[config.mk]
export PLATFORM = sky130hd
export DESIGN_NAME = seven_segment_display_scanner
export DESIGN_NICKNAME = d
export VERILOG_FILES = /design/src/rtl/seven_segment_display_scanner_pkg.sv /design/src/rtl/seven_segment_display_scanner_binary_to_bcd_serial.sv /design/src/rtl/seven_segment_display_scanner.sv
export SDC_FILE = /design/constraint.sdc
export NUM_CORES = 1
export LEC_CHECK = 0
export BUFFER_PORTS_ARGS = -buffer_cell sky130_fd_sc_hd__buf_2
export CORE_AREA = 2 2 75 148
export CTS_CLUSTER_DIAMETER = 100
export CTS_CLUSTER_SIZE = 28
export DETAILED_ROUTE_END_ITERATION = 7
export DIE_AREA = 0 0 77 150
export GPL_TIMING_DRIVEN = 0
export PLACE_DENSITY = 0.5
export SLEW_MARGIN = 20
export SYNTH_ARGS = -nofsm -noshare
export SYNTH_HDL_FRONTEND = slang
export SYNTH_SLANG_ARGS = --single-unit
[constraint.sdc]
create_clock -name clk -period 1.8 [get_ports clk]
set_clock_uncertainty 0.15 [all_clocks]
set_input_delay 0.18 -clock clk [delete_from_list [all_inputs] [get_ports clk]]
set_output_delay 0.18 -clock clk [all_outputs]
set_load 0.05 [all_outputs]
[src/rtl/seven_segment_display_scanner_pkg.sv]
// Shared types and constants for the seven-segment scanner and its
// serial binary-to-BCD converter.
package seven_segment_pkg;

   typedef logic [3:0] bcd_digit_t;

   typedef enum logic [1:0] {
      S_IDLE    = 2'd0,
      S_CONVERT = 2'd1,
      S_COMMIT  = 2'd2
   } scan_state_e;

   localparam bcd_digit_t BCD_ADJUST           = 4'd3;
   localparam bcd_digit_t BCD_ADJUST_THRESHOLD = 4'd5;

   // 10**n, used to size the overflow limit at elaboration time
   function automatic longint unsigned pow10(input int unsigned n);
      longint unsigned p;
      p = 64'd1;
      for (int unsigned i = 0; i < n; i++) begin
         p = p * 64'd10;
      end
      return p;
   endfunction

endpackage

[src/rtl/seven_segment_display_scanner_binary_to_bcd_serial.sv]
// Serial double-dabble converter: accepts one binary value per handshake and
// presents packed BCD plus an overflow flag with a one-cycle done strobe.
//
//   state     | meaning
//   ----------+---------------------------------------------------------
//   S_IDLE    | ready for a value; load shift register on handshake
//   S_CONVERT | VALUE_WIDTH adjust-and-shift iterations
//   S_COMMIT  | done strobe; BCD and overflow valid for one cycle
module binary_to_bcd_serial
   import seven_segment_pkg::*;
#(
   parameter int DIGITS      = 4,
   parameter int VALUE_WIDTH = 14
) (
   input  logic                   clk,
   input  logic                   rst_n,
   input  logic [VALUE_WIDTH-1:0] value,
   input  logic                   value_valid,
   output logic                   value_ready,
   output logic                   done,
   output logic [4*DIGITS-1:0]    bcd_digits,
   output logic                   overflow
);

   localparam int              SR_W      = 4*DIGITS + VALUE_WIDTH;
   localparam int              CNT_W     = $clog2(VALUE_WIDTH + 1);
   localparam logic [CNT_W-1:0] CNT_LAST = CNT_W'(VALUE_WIDTH - 1);
   localparam longint unsigned OVF_LIMIT = pow10(DIGITS);

   scan_state_e      state;
   scan_state_e      state_nxt;
   logic [SR_W-1:0]  shreg;
   logic [SR_W-1:0]  shreg_adj;
   logic [CNT_W-1:0] cnt;
   logic             ovf_q;
   logic             accept;

   assign accept = value_valid && value_ready;

   always_ff @(posedge clk or negedge rst_n) begin
      if (!rst_n) begin
         state <= S_IDLE;
      end else begin
         state <= state_nxt;
      end
   end

   always_comb begin
      state_nxt = state;
      case (state)
         S_IDLE:    if (value_valid)     state_nxt = S_CONVERT;
         S_CONVERT: if (cnt == CNT_LAST) state_nxt = S_COMMIT;
         S_COMMIT:                       state_nxt = S_IDLE;
         default:                        state_nxt = S_IDLE;
      endcase
   end

   always_comb begin
      value_ready = (state == S_IDLE);
      done        = (state == S_COMMIT);
   end

   // add 3 to every BCD nibble that will reach 10 or more after the shift
   always_comb begin
      shreg_adj = shreg;
      for (int i = 0; i < DIGITS; i++) begin
         if (shreg[VALUE_WIDTH + 4*i +: 4] >= BCD_ADJUST_THRESHOLD) begin
            shreg_adj[VALUE_WIDTH + 4*i +: 4] = shreg[VALUE_WIDTH + 4*i +: 4] + BCD_ADJUST;
         end
      end
   end

   always_ff @(posedge clk or negedge rst_n) begin
      if (!rst_n) begin
         shreg <= '0;
         cnt   <= '0;
         ovf_q <= 1'b0;
      end else if (accept) begin
         shreg <= SR_W'(value);
         cnt   <= '0;
         ovf_q <= (64'(value) >= OVF_LIMIT);
      end else if (state == S_CONVERT) begin
         shreg <= shreg_adj << 1;
         cnt   <= cnt + CNT_W'(1);
      end
   end

   assign bcd_digits = shreg[SR_W-1 -: 4*DIGITS];
   assign overflow   = ovf_q;

endmodule

[src/rtl/seven_segment_display_scanner.sv]
// Multiplexed seven-segment driver: converts an accepted binary value to BCD
// and scans the committed digits one at a time with leading-zero blanking.
module seven_segment_display_scanner
   import seven_segment_pkg::*;
#(
   parameter int DIGITS              = 4,
   parameter int VALUE_WIDTH         = 14,
   parameter int SCAN_DIVIDE         = 50000,
   parameter int BLANK_LEADING_ZEROS = 1
) (
   input  logic                   clk,
   input  logic                   rst_n,
   input  logic [VALUE_WIDTH-1:0] value,
   input  logic                   value_valid,
   output logic                   value_ready,
   output logic [3:0]             bcd,
   output logic                   bcd_valid,
   output logic [DIGITS-1:0]      digit_select,
   output logic                   overflow
);

   localparam int               PRE_W    = (SCAN_DIVIDE > 1) ? $clog2(SCAN_DIVIDE) : 1;
   localparam int               IDX_W    = (DIGITS > 1) ? $clog2(DIGITS) : 1;
   localparam logic [PRE_W-1:0] PRE_LAST = PRE_W'(SCAN_DIVIDE - 1);
   localparam logic [IDX_W-1:0] IDX_LAST = IDX_W'(DIGITS - 1);

   logic                conv_done;
   logic [4*DIGITS-1:0] conv_bcd;
   logic                conv_ovf;

   logic [4*DIGITS-1:0] disp_bcd;
   logic                disp_ovf;
   logic [PRE_W-1:0]    pre_cnt;
   logic [IDX_W-1:0]    idx;
   logic [DIGITS-1:0]   upper_zero;
   bcd_digit_t          sel_digit;
   logic                sel_blank;

   binary_to_bcd_serial #(
      .DIGITS      (DIGITS),
      .VALUE_WIDTH (VALUE_WIDTH)
   ) u_conv (
      .clk         (clk),
      .rst_n       (rst_n),
      .value       (value),
      .value_valid (value_valid),
      .value_ready (value_ready),
      .done        (conv_done),
      .bcd_digits  (conv_bcd),
      .overflow    (conv_ovf)
   );

   // display register only moves on the converter's done strobe
   always_ff @(posedge clk or negedge rst_n) begin
      if (!rst_n) begin
         disp_bcd <= '0;
         disp_ovf <= 1'b0;
      end else if (conv_done) begin
         disp_bcd <= conv_bcd;
         disp_ovf <= conv_ovf;
      end
   end

   always_ff @(posedge clk or negedge rst_n) begin
      if (!rst_n) begin
         pre_cnt <= '0;
         idx     <= '0;
      end else if (pre_cnt == PRE_LAST) begin
         pre_cnt <= '0;
         idx     <= (idx == IDX_LAST) ? '0 : idx + IDX_W'(1);
      end else begin
         pre_cnt <= pre_cnt + PRE_W'(1);
      end
   end

   // upper_zero[i]: digit i and every digit above it are zero
   always_comb begin
      upper_zero = '0;
      upper_zero[DIGITS-1] = (disp_bcd[4*DIGITS-1 -: 4] == 4'd0);
      for (int i = DIGITS-2; i >= 0; i--) begin
         upper_zero[i] = (disp_bcd[4*i +: 4] == 4'd0) && upper_zero[i+1];
      end
   end

   always_comb begin
      sel_digit = '0;
      sel_blank = 1'b0;
      for (int i = 0; i < DIGITS; i++) begin
         if (idx == IDX_W'(i)) begin
            sel_digit = disp_bcd[4*i +: 4];
            sel_blank = (BLANK_LEADING_ZEROS != 0) && (i != 0) && upper_zero[i];
         end
      end
   end

   always_ff @(posedge clk or negedge rst_n) begin
      if (!rst_n) begin
         bcd          <= '0;
         bcd_valid    <= 1'b0;
         digit_select <= DIGITS'(1);
      end else begin
         digit_select <= DIGITS'(1) << idx;
         if (disp_ovf) begin
            bcd       <= '0;
            bcd_valid <= 1'b0;
         end else begin
            bcd       <= sel_digit;
            bcd_valid <= !sel_blank;
         end
      end
   end

   assign overflow = disp_ovf;

endmodule

* Word level (Yosys, flattened, before mapping) *
Index checks and enable logic that the tools add are counted.

operators by class
  add/sub/neg operators = 7
  $lt $le $gt $ge = 5
  equality and inequality tests = 9
  shift operators = 1
  multiplexer cells = 22
  reduce and logical (&&, ||, !) cells = 11

operators by type and width
  kind                                                                    number
  30-bit two-way mux                                                      2
  4-bit two-way mux                                                       10
  16-bit by 1-bit adder with 16-bit output (second input constant)        1
  16-bit == test (second input constant)                                  1
  4-bit by 3-bit >= comparator with 1-bit output (second input constant)  4
  16-bit two-way mux                                                      1
  14-bit >= comparator (second input constant)                            1
  4-bit by 2-bit adder with 4-bit output (second input constant)          3
  4-bit zero test                                                         3
  2-bit == test (second input constant)                                   3
  2-bit two-way mux                                                       3
  4-bit by 1-bit adder with 4-bit output (second input constant)          1
  2-bit by 1-bit == test with 1-bit output (second input constant)        2
  4-bit == test (second input constant)                                   1
  2-bit zero test                                                         2
  1-bit two-way mux                                                       4
  2-bit case mux with 2 select lines                                      1
  1-bit by 2-bit << shifter with 4-bit output (first input constant)      1
  3-bit by 2-bit adder with 3-bit output (second input constant)          1
  1-bit logical AND                                                       3
  3-bit two-way mux                                                       1
  2-bit by 1-bit adder with 2-bit output (second input constant)          1
  2-bit by 1-bit != test with 1-bit output (second input constant)        1
  2-bit != test (second input constant)                                   1
  other kinds (3)                                                         3

storage, ports and cells
  register bits = 81
  bits of input ports = 17
  word-level logic and storage cells = 66

* Longest topological paths before layout *
  depth in word-level cells = 8
  depth in mapped cells = 6
  depth with buffers taken out = 6

* Hierarchy *
From an unflattened synthesis, not the netlist that was laid out.

unflattened totals
  cell total of the unflattened synthesis = 363
  area, all modules = 3,923.8 sq um

modules (own cells, without submodules)
  module                         instances  cells an instance  area each (sq um)  sequential area each (sq um)
  binary_to_bcd_serial           1          205                1,986.9            925.9
  seven_segment_display_scanner  1          158                1,936.9            1,102.3

* Worst setup path before layout *
No wires, ideal clock.

  path type = register to register
  start = register pre_cnt[0]
  end = register pre_cnt[13]
  library setup time = 66 ps
  arrival = 1,601 ps
  setup slack = -17 ps
  cell stages (with the launch flop) = 6
  path buffers = 0
  cells stage by stage = dfrtp_1 -> ha_1 -> and3_1 -> and4_2 -> or4_1 -> nand2_1

on the way
  longest elaborated chain between the ends = 2
  elaborated cells on any way between the ends = 3
  classes of those cells = add/sub: 1; eq/ne: 1; mux: 1

ends and longest elaborated chain
  element                                                                     line                                                                      source
  from (decl)                                                                 seven_segment_display_scanner.sv:33                                       logic [PRE_W-1:0] pre_cnt;
  from (signal assigned)                                                      seven_segment_display_scanner.sv:72                                       pre_cnt <= pre_cnt + PRE_W'(1);
  16-bit by 1-bit adder with 16-bit output or 16-bit == test (tied branches)  seven_segment_display_scanner.sv:72, seven_segment_display_scanner.sv:68
  16-bit two-way mux *                                                        seven_segment_display_scanner.sv:68                                       end else if (pre_cnt == PRE_LAST) begin

Mark *: on every way between the ends. The rest lies on a longest branch, timed or not.
A chain may end at the register's enable or synchronous reset.

* Worst setup path in the final report *
  start = register pre_cnt[1]
  end = register pre_cnt[13]

Same word-level chain as after synthesis.

==> impl_metrics.json <==
{
  "status": "complete, no violations",
  "synth-edff-count": 0,
  "fin_util": 0.456,
  "yosys_warnings": 0,
  "dp_cells": 520,
  "hold_class": "primary input to async pin",
  "synth.top_cell.area_share": 0.533,
  "avgSynthCellArea_um2": 10.6,
  "mostFrequentLayoutCell": "dfrtp_1",
  "final-seq-area_um2": 2030,
  "path_cells": "ha_4, and3_4, and4_4, or4_1, nand2_1",
  "finalSetupViolations": 0,
  "yosysTopAreaCell": "dfrtp_1",
  "worstSkewPairLatency_ns": 0.34,
  "critPathCaptureType": "register",
  "drv_slew": 0,
  "fin_hold_ws_ns": 0.173,
  "timing_worst_slew_pin_value_ns": 0.464,
  "cp.required_ns": 1.93,
  "place_congestion": 0.772,
  "cts_inserted_buffers": 9,
  "rows": 53,
  "cts.clk_slew.worst_paths_ns": 0.06,
  "multiInputGateArea_um2": 1700,
  "drt_iter0_markers": 102,
  "diodes": 0,
  "viasPerCell": 4.97,
  "async_reset_ff_frac": 1.00,
  "root_buffer": "clkbuf_16",
  "seq_area_frac_synth": 0.540,
  "dp_hpwl_mm": 6.07,
  "min_period_over_period": 0.983,
  "tritoncts": "done",
  "p_leak_nw": 2.14,
  "drive_gt1_frac": 0.252,
  "grt_first_pass_wirelength_mm": 14.1,
  "wire_per_inst_um": 15.0,
  "synth_fp_nets": 387,
  "critPathKind": "register to register",
  "io-pin-count": 28,
  "path_buf_inv": 0,
  "finalNonFillerCells": 561,
  "wirelength_mm": 8.42,
  "initial_core_util": 0.358,
  "worst_ir_drop_vdd_v": 0.000682,
  "grt_pass1_vias": 2945,
  "max_freq_mhz": 565,
  "postRouteAntennaNets": 0,
  "final_area_um2": 4780,
  "die_w_um": 77,
  "die-area_um2": 11600,
  "final_hold_viol_count": 0,
  "cp_max_fo": 5,
  "cp_top_family": "simple AND/OR/NAND/NOR gates",
  "nets": 451,
  "slowest_stage": "or4_1",
  "vias": 2788,
  "mostFrequentLayoutCells": "76 x dfrtp_1, 53 x nand2_1, 30 x buf_2, 29 x o21ai_0, 20 x nand3_1",
  "grt_max_degree": 51,
  "die_h_um": 150,
  "port_buffers": 27,
  "synthCells": 355,
  "dpl_cell_area_um2": 4090,
  "ys_top_cells_by_area": "dfrtp_1 53%, nand2_1 5.4%, ha_1 5.0%, o21ai_0 4.1%, mux2_2 3.9%",
  "cts_buffer_depth": 2,
  "slowest_delay_ns": 0.49,
  "min_period_ns": 1.77,
  "dp_slack_ns": -0.123,
  "fin_setup_tns_ns": 0,
  "htree_levels": 3,
  "antenna_found_initial": 0,
  "synth_ff_type": "dfrtp_1",
  "cap_violations": 0,
  "dr.pass1.iters": 4,
  "arrival_ns": 1.90,
  "synth-seq-cells": 81,
  "n_fill_cell": 1032,
  "r2r_slack_ns": 0.03,
  "syn_area_um2": 3750,
  "power.total_mw": 7.41,
  "area_growth_pct": 27.2,
  "grt_overflow": 0,
  "core_area_um2": 10500,
  "drcViolationCount": 0,
  "grt_usage": 0.158,
  "ys_types": 41,
  "slew_headroom": 0.691,
  "setup_ws_ns": 0.0313,
  "startpoint_type": "register",
  "power_density_nw_per_um2": 1550,
  "cts_sinks": 81
}
state kept, by name (all words and copies together) (netlist names):
signal / cells
u_conv.cnt: 4
overflow: 1
idx: 2
u_conv.shreg: 30
digit_select: 4
u_conv.overflow: 1
bcd_valid: 1
bcd: 4
pre_cnt: 16
disp_bcd: 16
u_conv.state: 2
worst register-to-register path, cell delays in order, from the launching register on:
cell and delay [ns]:
dfrtp_2 0.44, ha_4 0.18, and3_4 0.19, and4_4 0.18, or4_1 0.49, nand2_1 0.07
metal layers:
layer  wire length (um)  part of all wire  GRT usage
met1               3180              0.38      0.159
met3                159             0.019     0.0253
met4                171             0.020     0.0830
met2               4910              0.58      0.304
met5                  0                 0          0
area by class of cell:
class | count | share of cell area
Timing Repair Buffer | 55 | 0.0849
Multi-Input combinational cell | 248 | 0.357
Buffer | 12 | 0.0128
Sequential cell | 81 | 0.426
Inverter | 12 | 0.00943
Clock buffer | 12 | 0.0537
Clock inverter | 4 | 0.0207
Tap cell | 137 | 0.0359
cell families after synthesis:
kind of cell    count (synthesis)  synth area share
fa+ha+maj                      15            0.0500
mux                            13            0.0390
simple gates                  127             0.171
compound gates                 75             0.128
xor+xnor                       18            0.0420
flops                          81             0.540
buf+inv                        26            0.0290
cells in the mapped netlist (2+ instances only):
library cell  number
inv_1             12
o21ai_0           31
and3_1             2
buf_1              2
or4_1              3
nand3_1           20
a21oi_1            8
nand2_1           54
dfrtp_1           80
nand4_1            3
nor4bb_1           2
buf_2              3
nand3b_1           2
mux2_2            13
nor4_1             4
o31ai_1           11
a22o_1             3
ha_1              15
nor2b_1            4
nand2b_1           7
a22oi_1           16
xnor2_1           10
clkbuf_1           8
a32o_1             4
nor3_1             2
xor2_1             8
nor2_1            14
report_power, final:
group          switching [mW]  internal, mW
Clock                   0.724          1.43
Combinational            1.34          1.04
Sequential              0.464          2.40
Total                    2.53          4.88
worst paths after layout:
kind / start / to / depth (start not counted)
worst max-delay path: pre_cnt[1] / pre_cnt[13] / 5
worst min-delay path: rst_n / pre_cnt[5] / 2
worst max register to register: pre_cnt[1] / pre_cnt[13] / 5
worst min register to register: u_conv.shreg[9] / u_conv.shreg[9] / 2
max in group asynchronous: rst_n / digit_select[0] / 3
min in group clk: value_valid / u_conv.cnt[3] / 4
timing repair:
item / CTS / global route
pin swaps: 1 / 5
hold buffers: 15 / 0
hold endpoints to repair: 46 / 0
setup endpoints to repair: 31 / 45
buffers inserted: 2 / 10
gates resized for setup: 12 / 26
No activity file was read; power rests on OpenSTA's default activity.
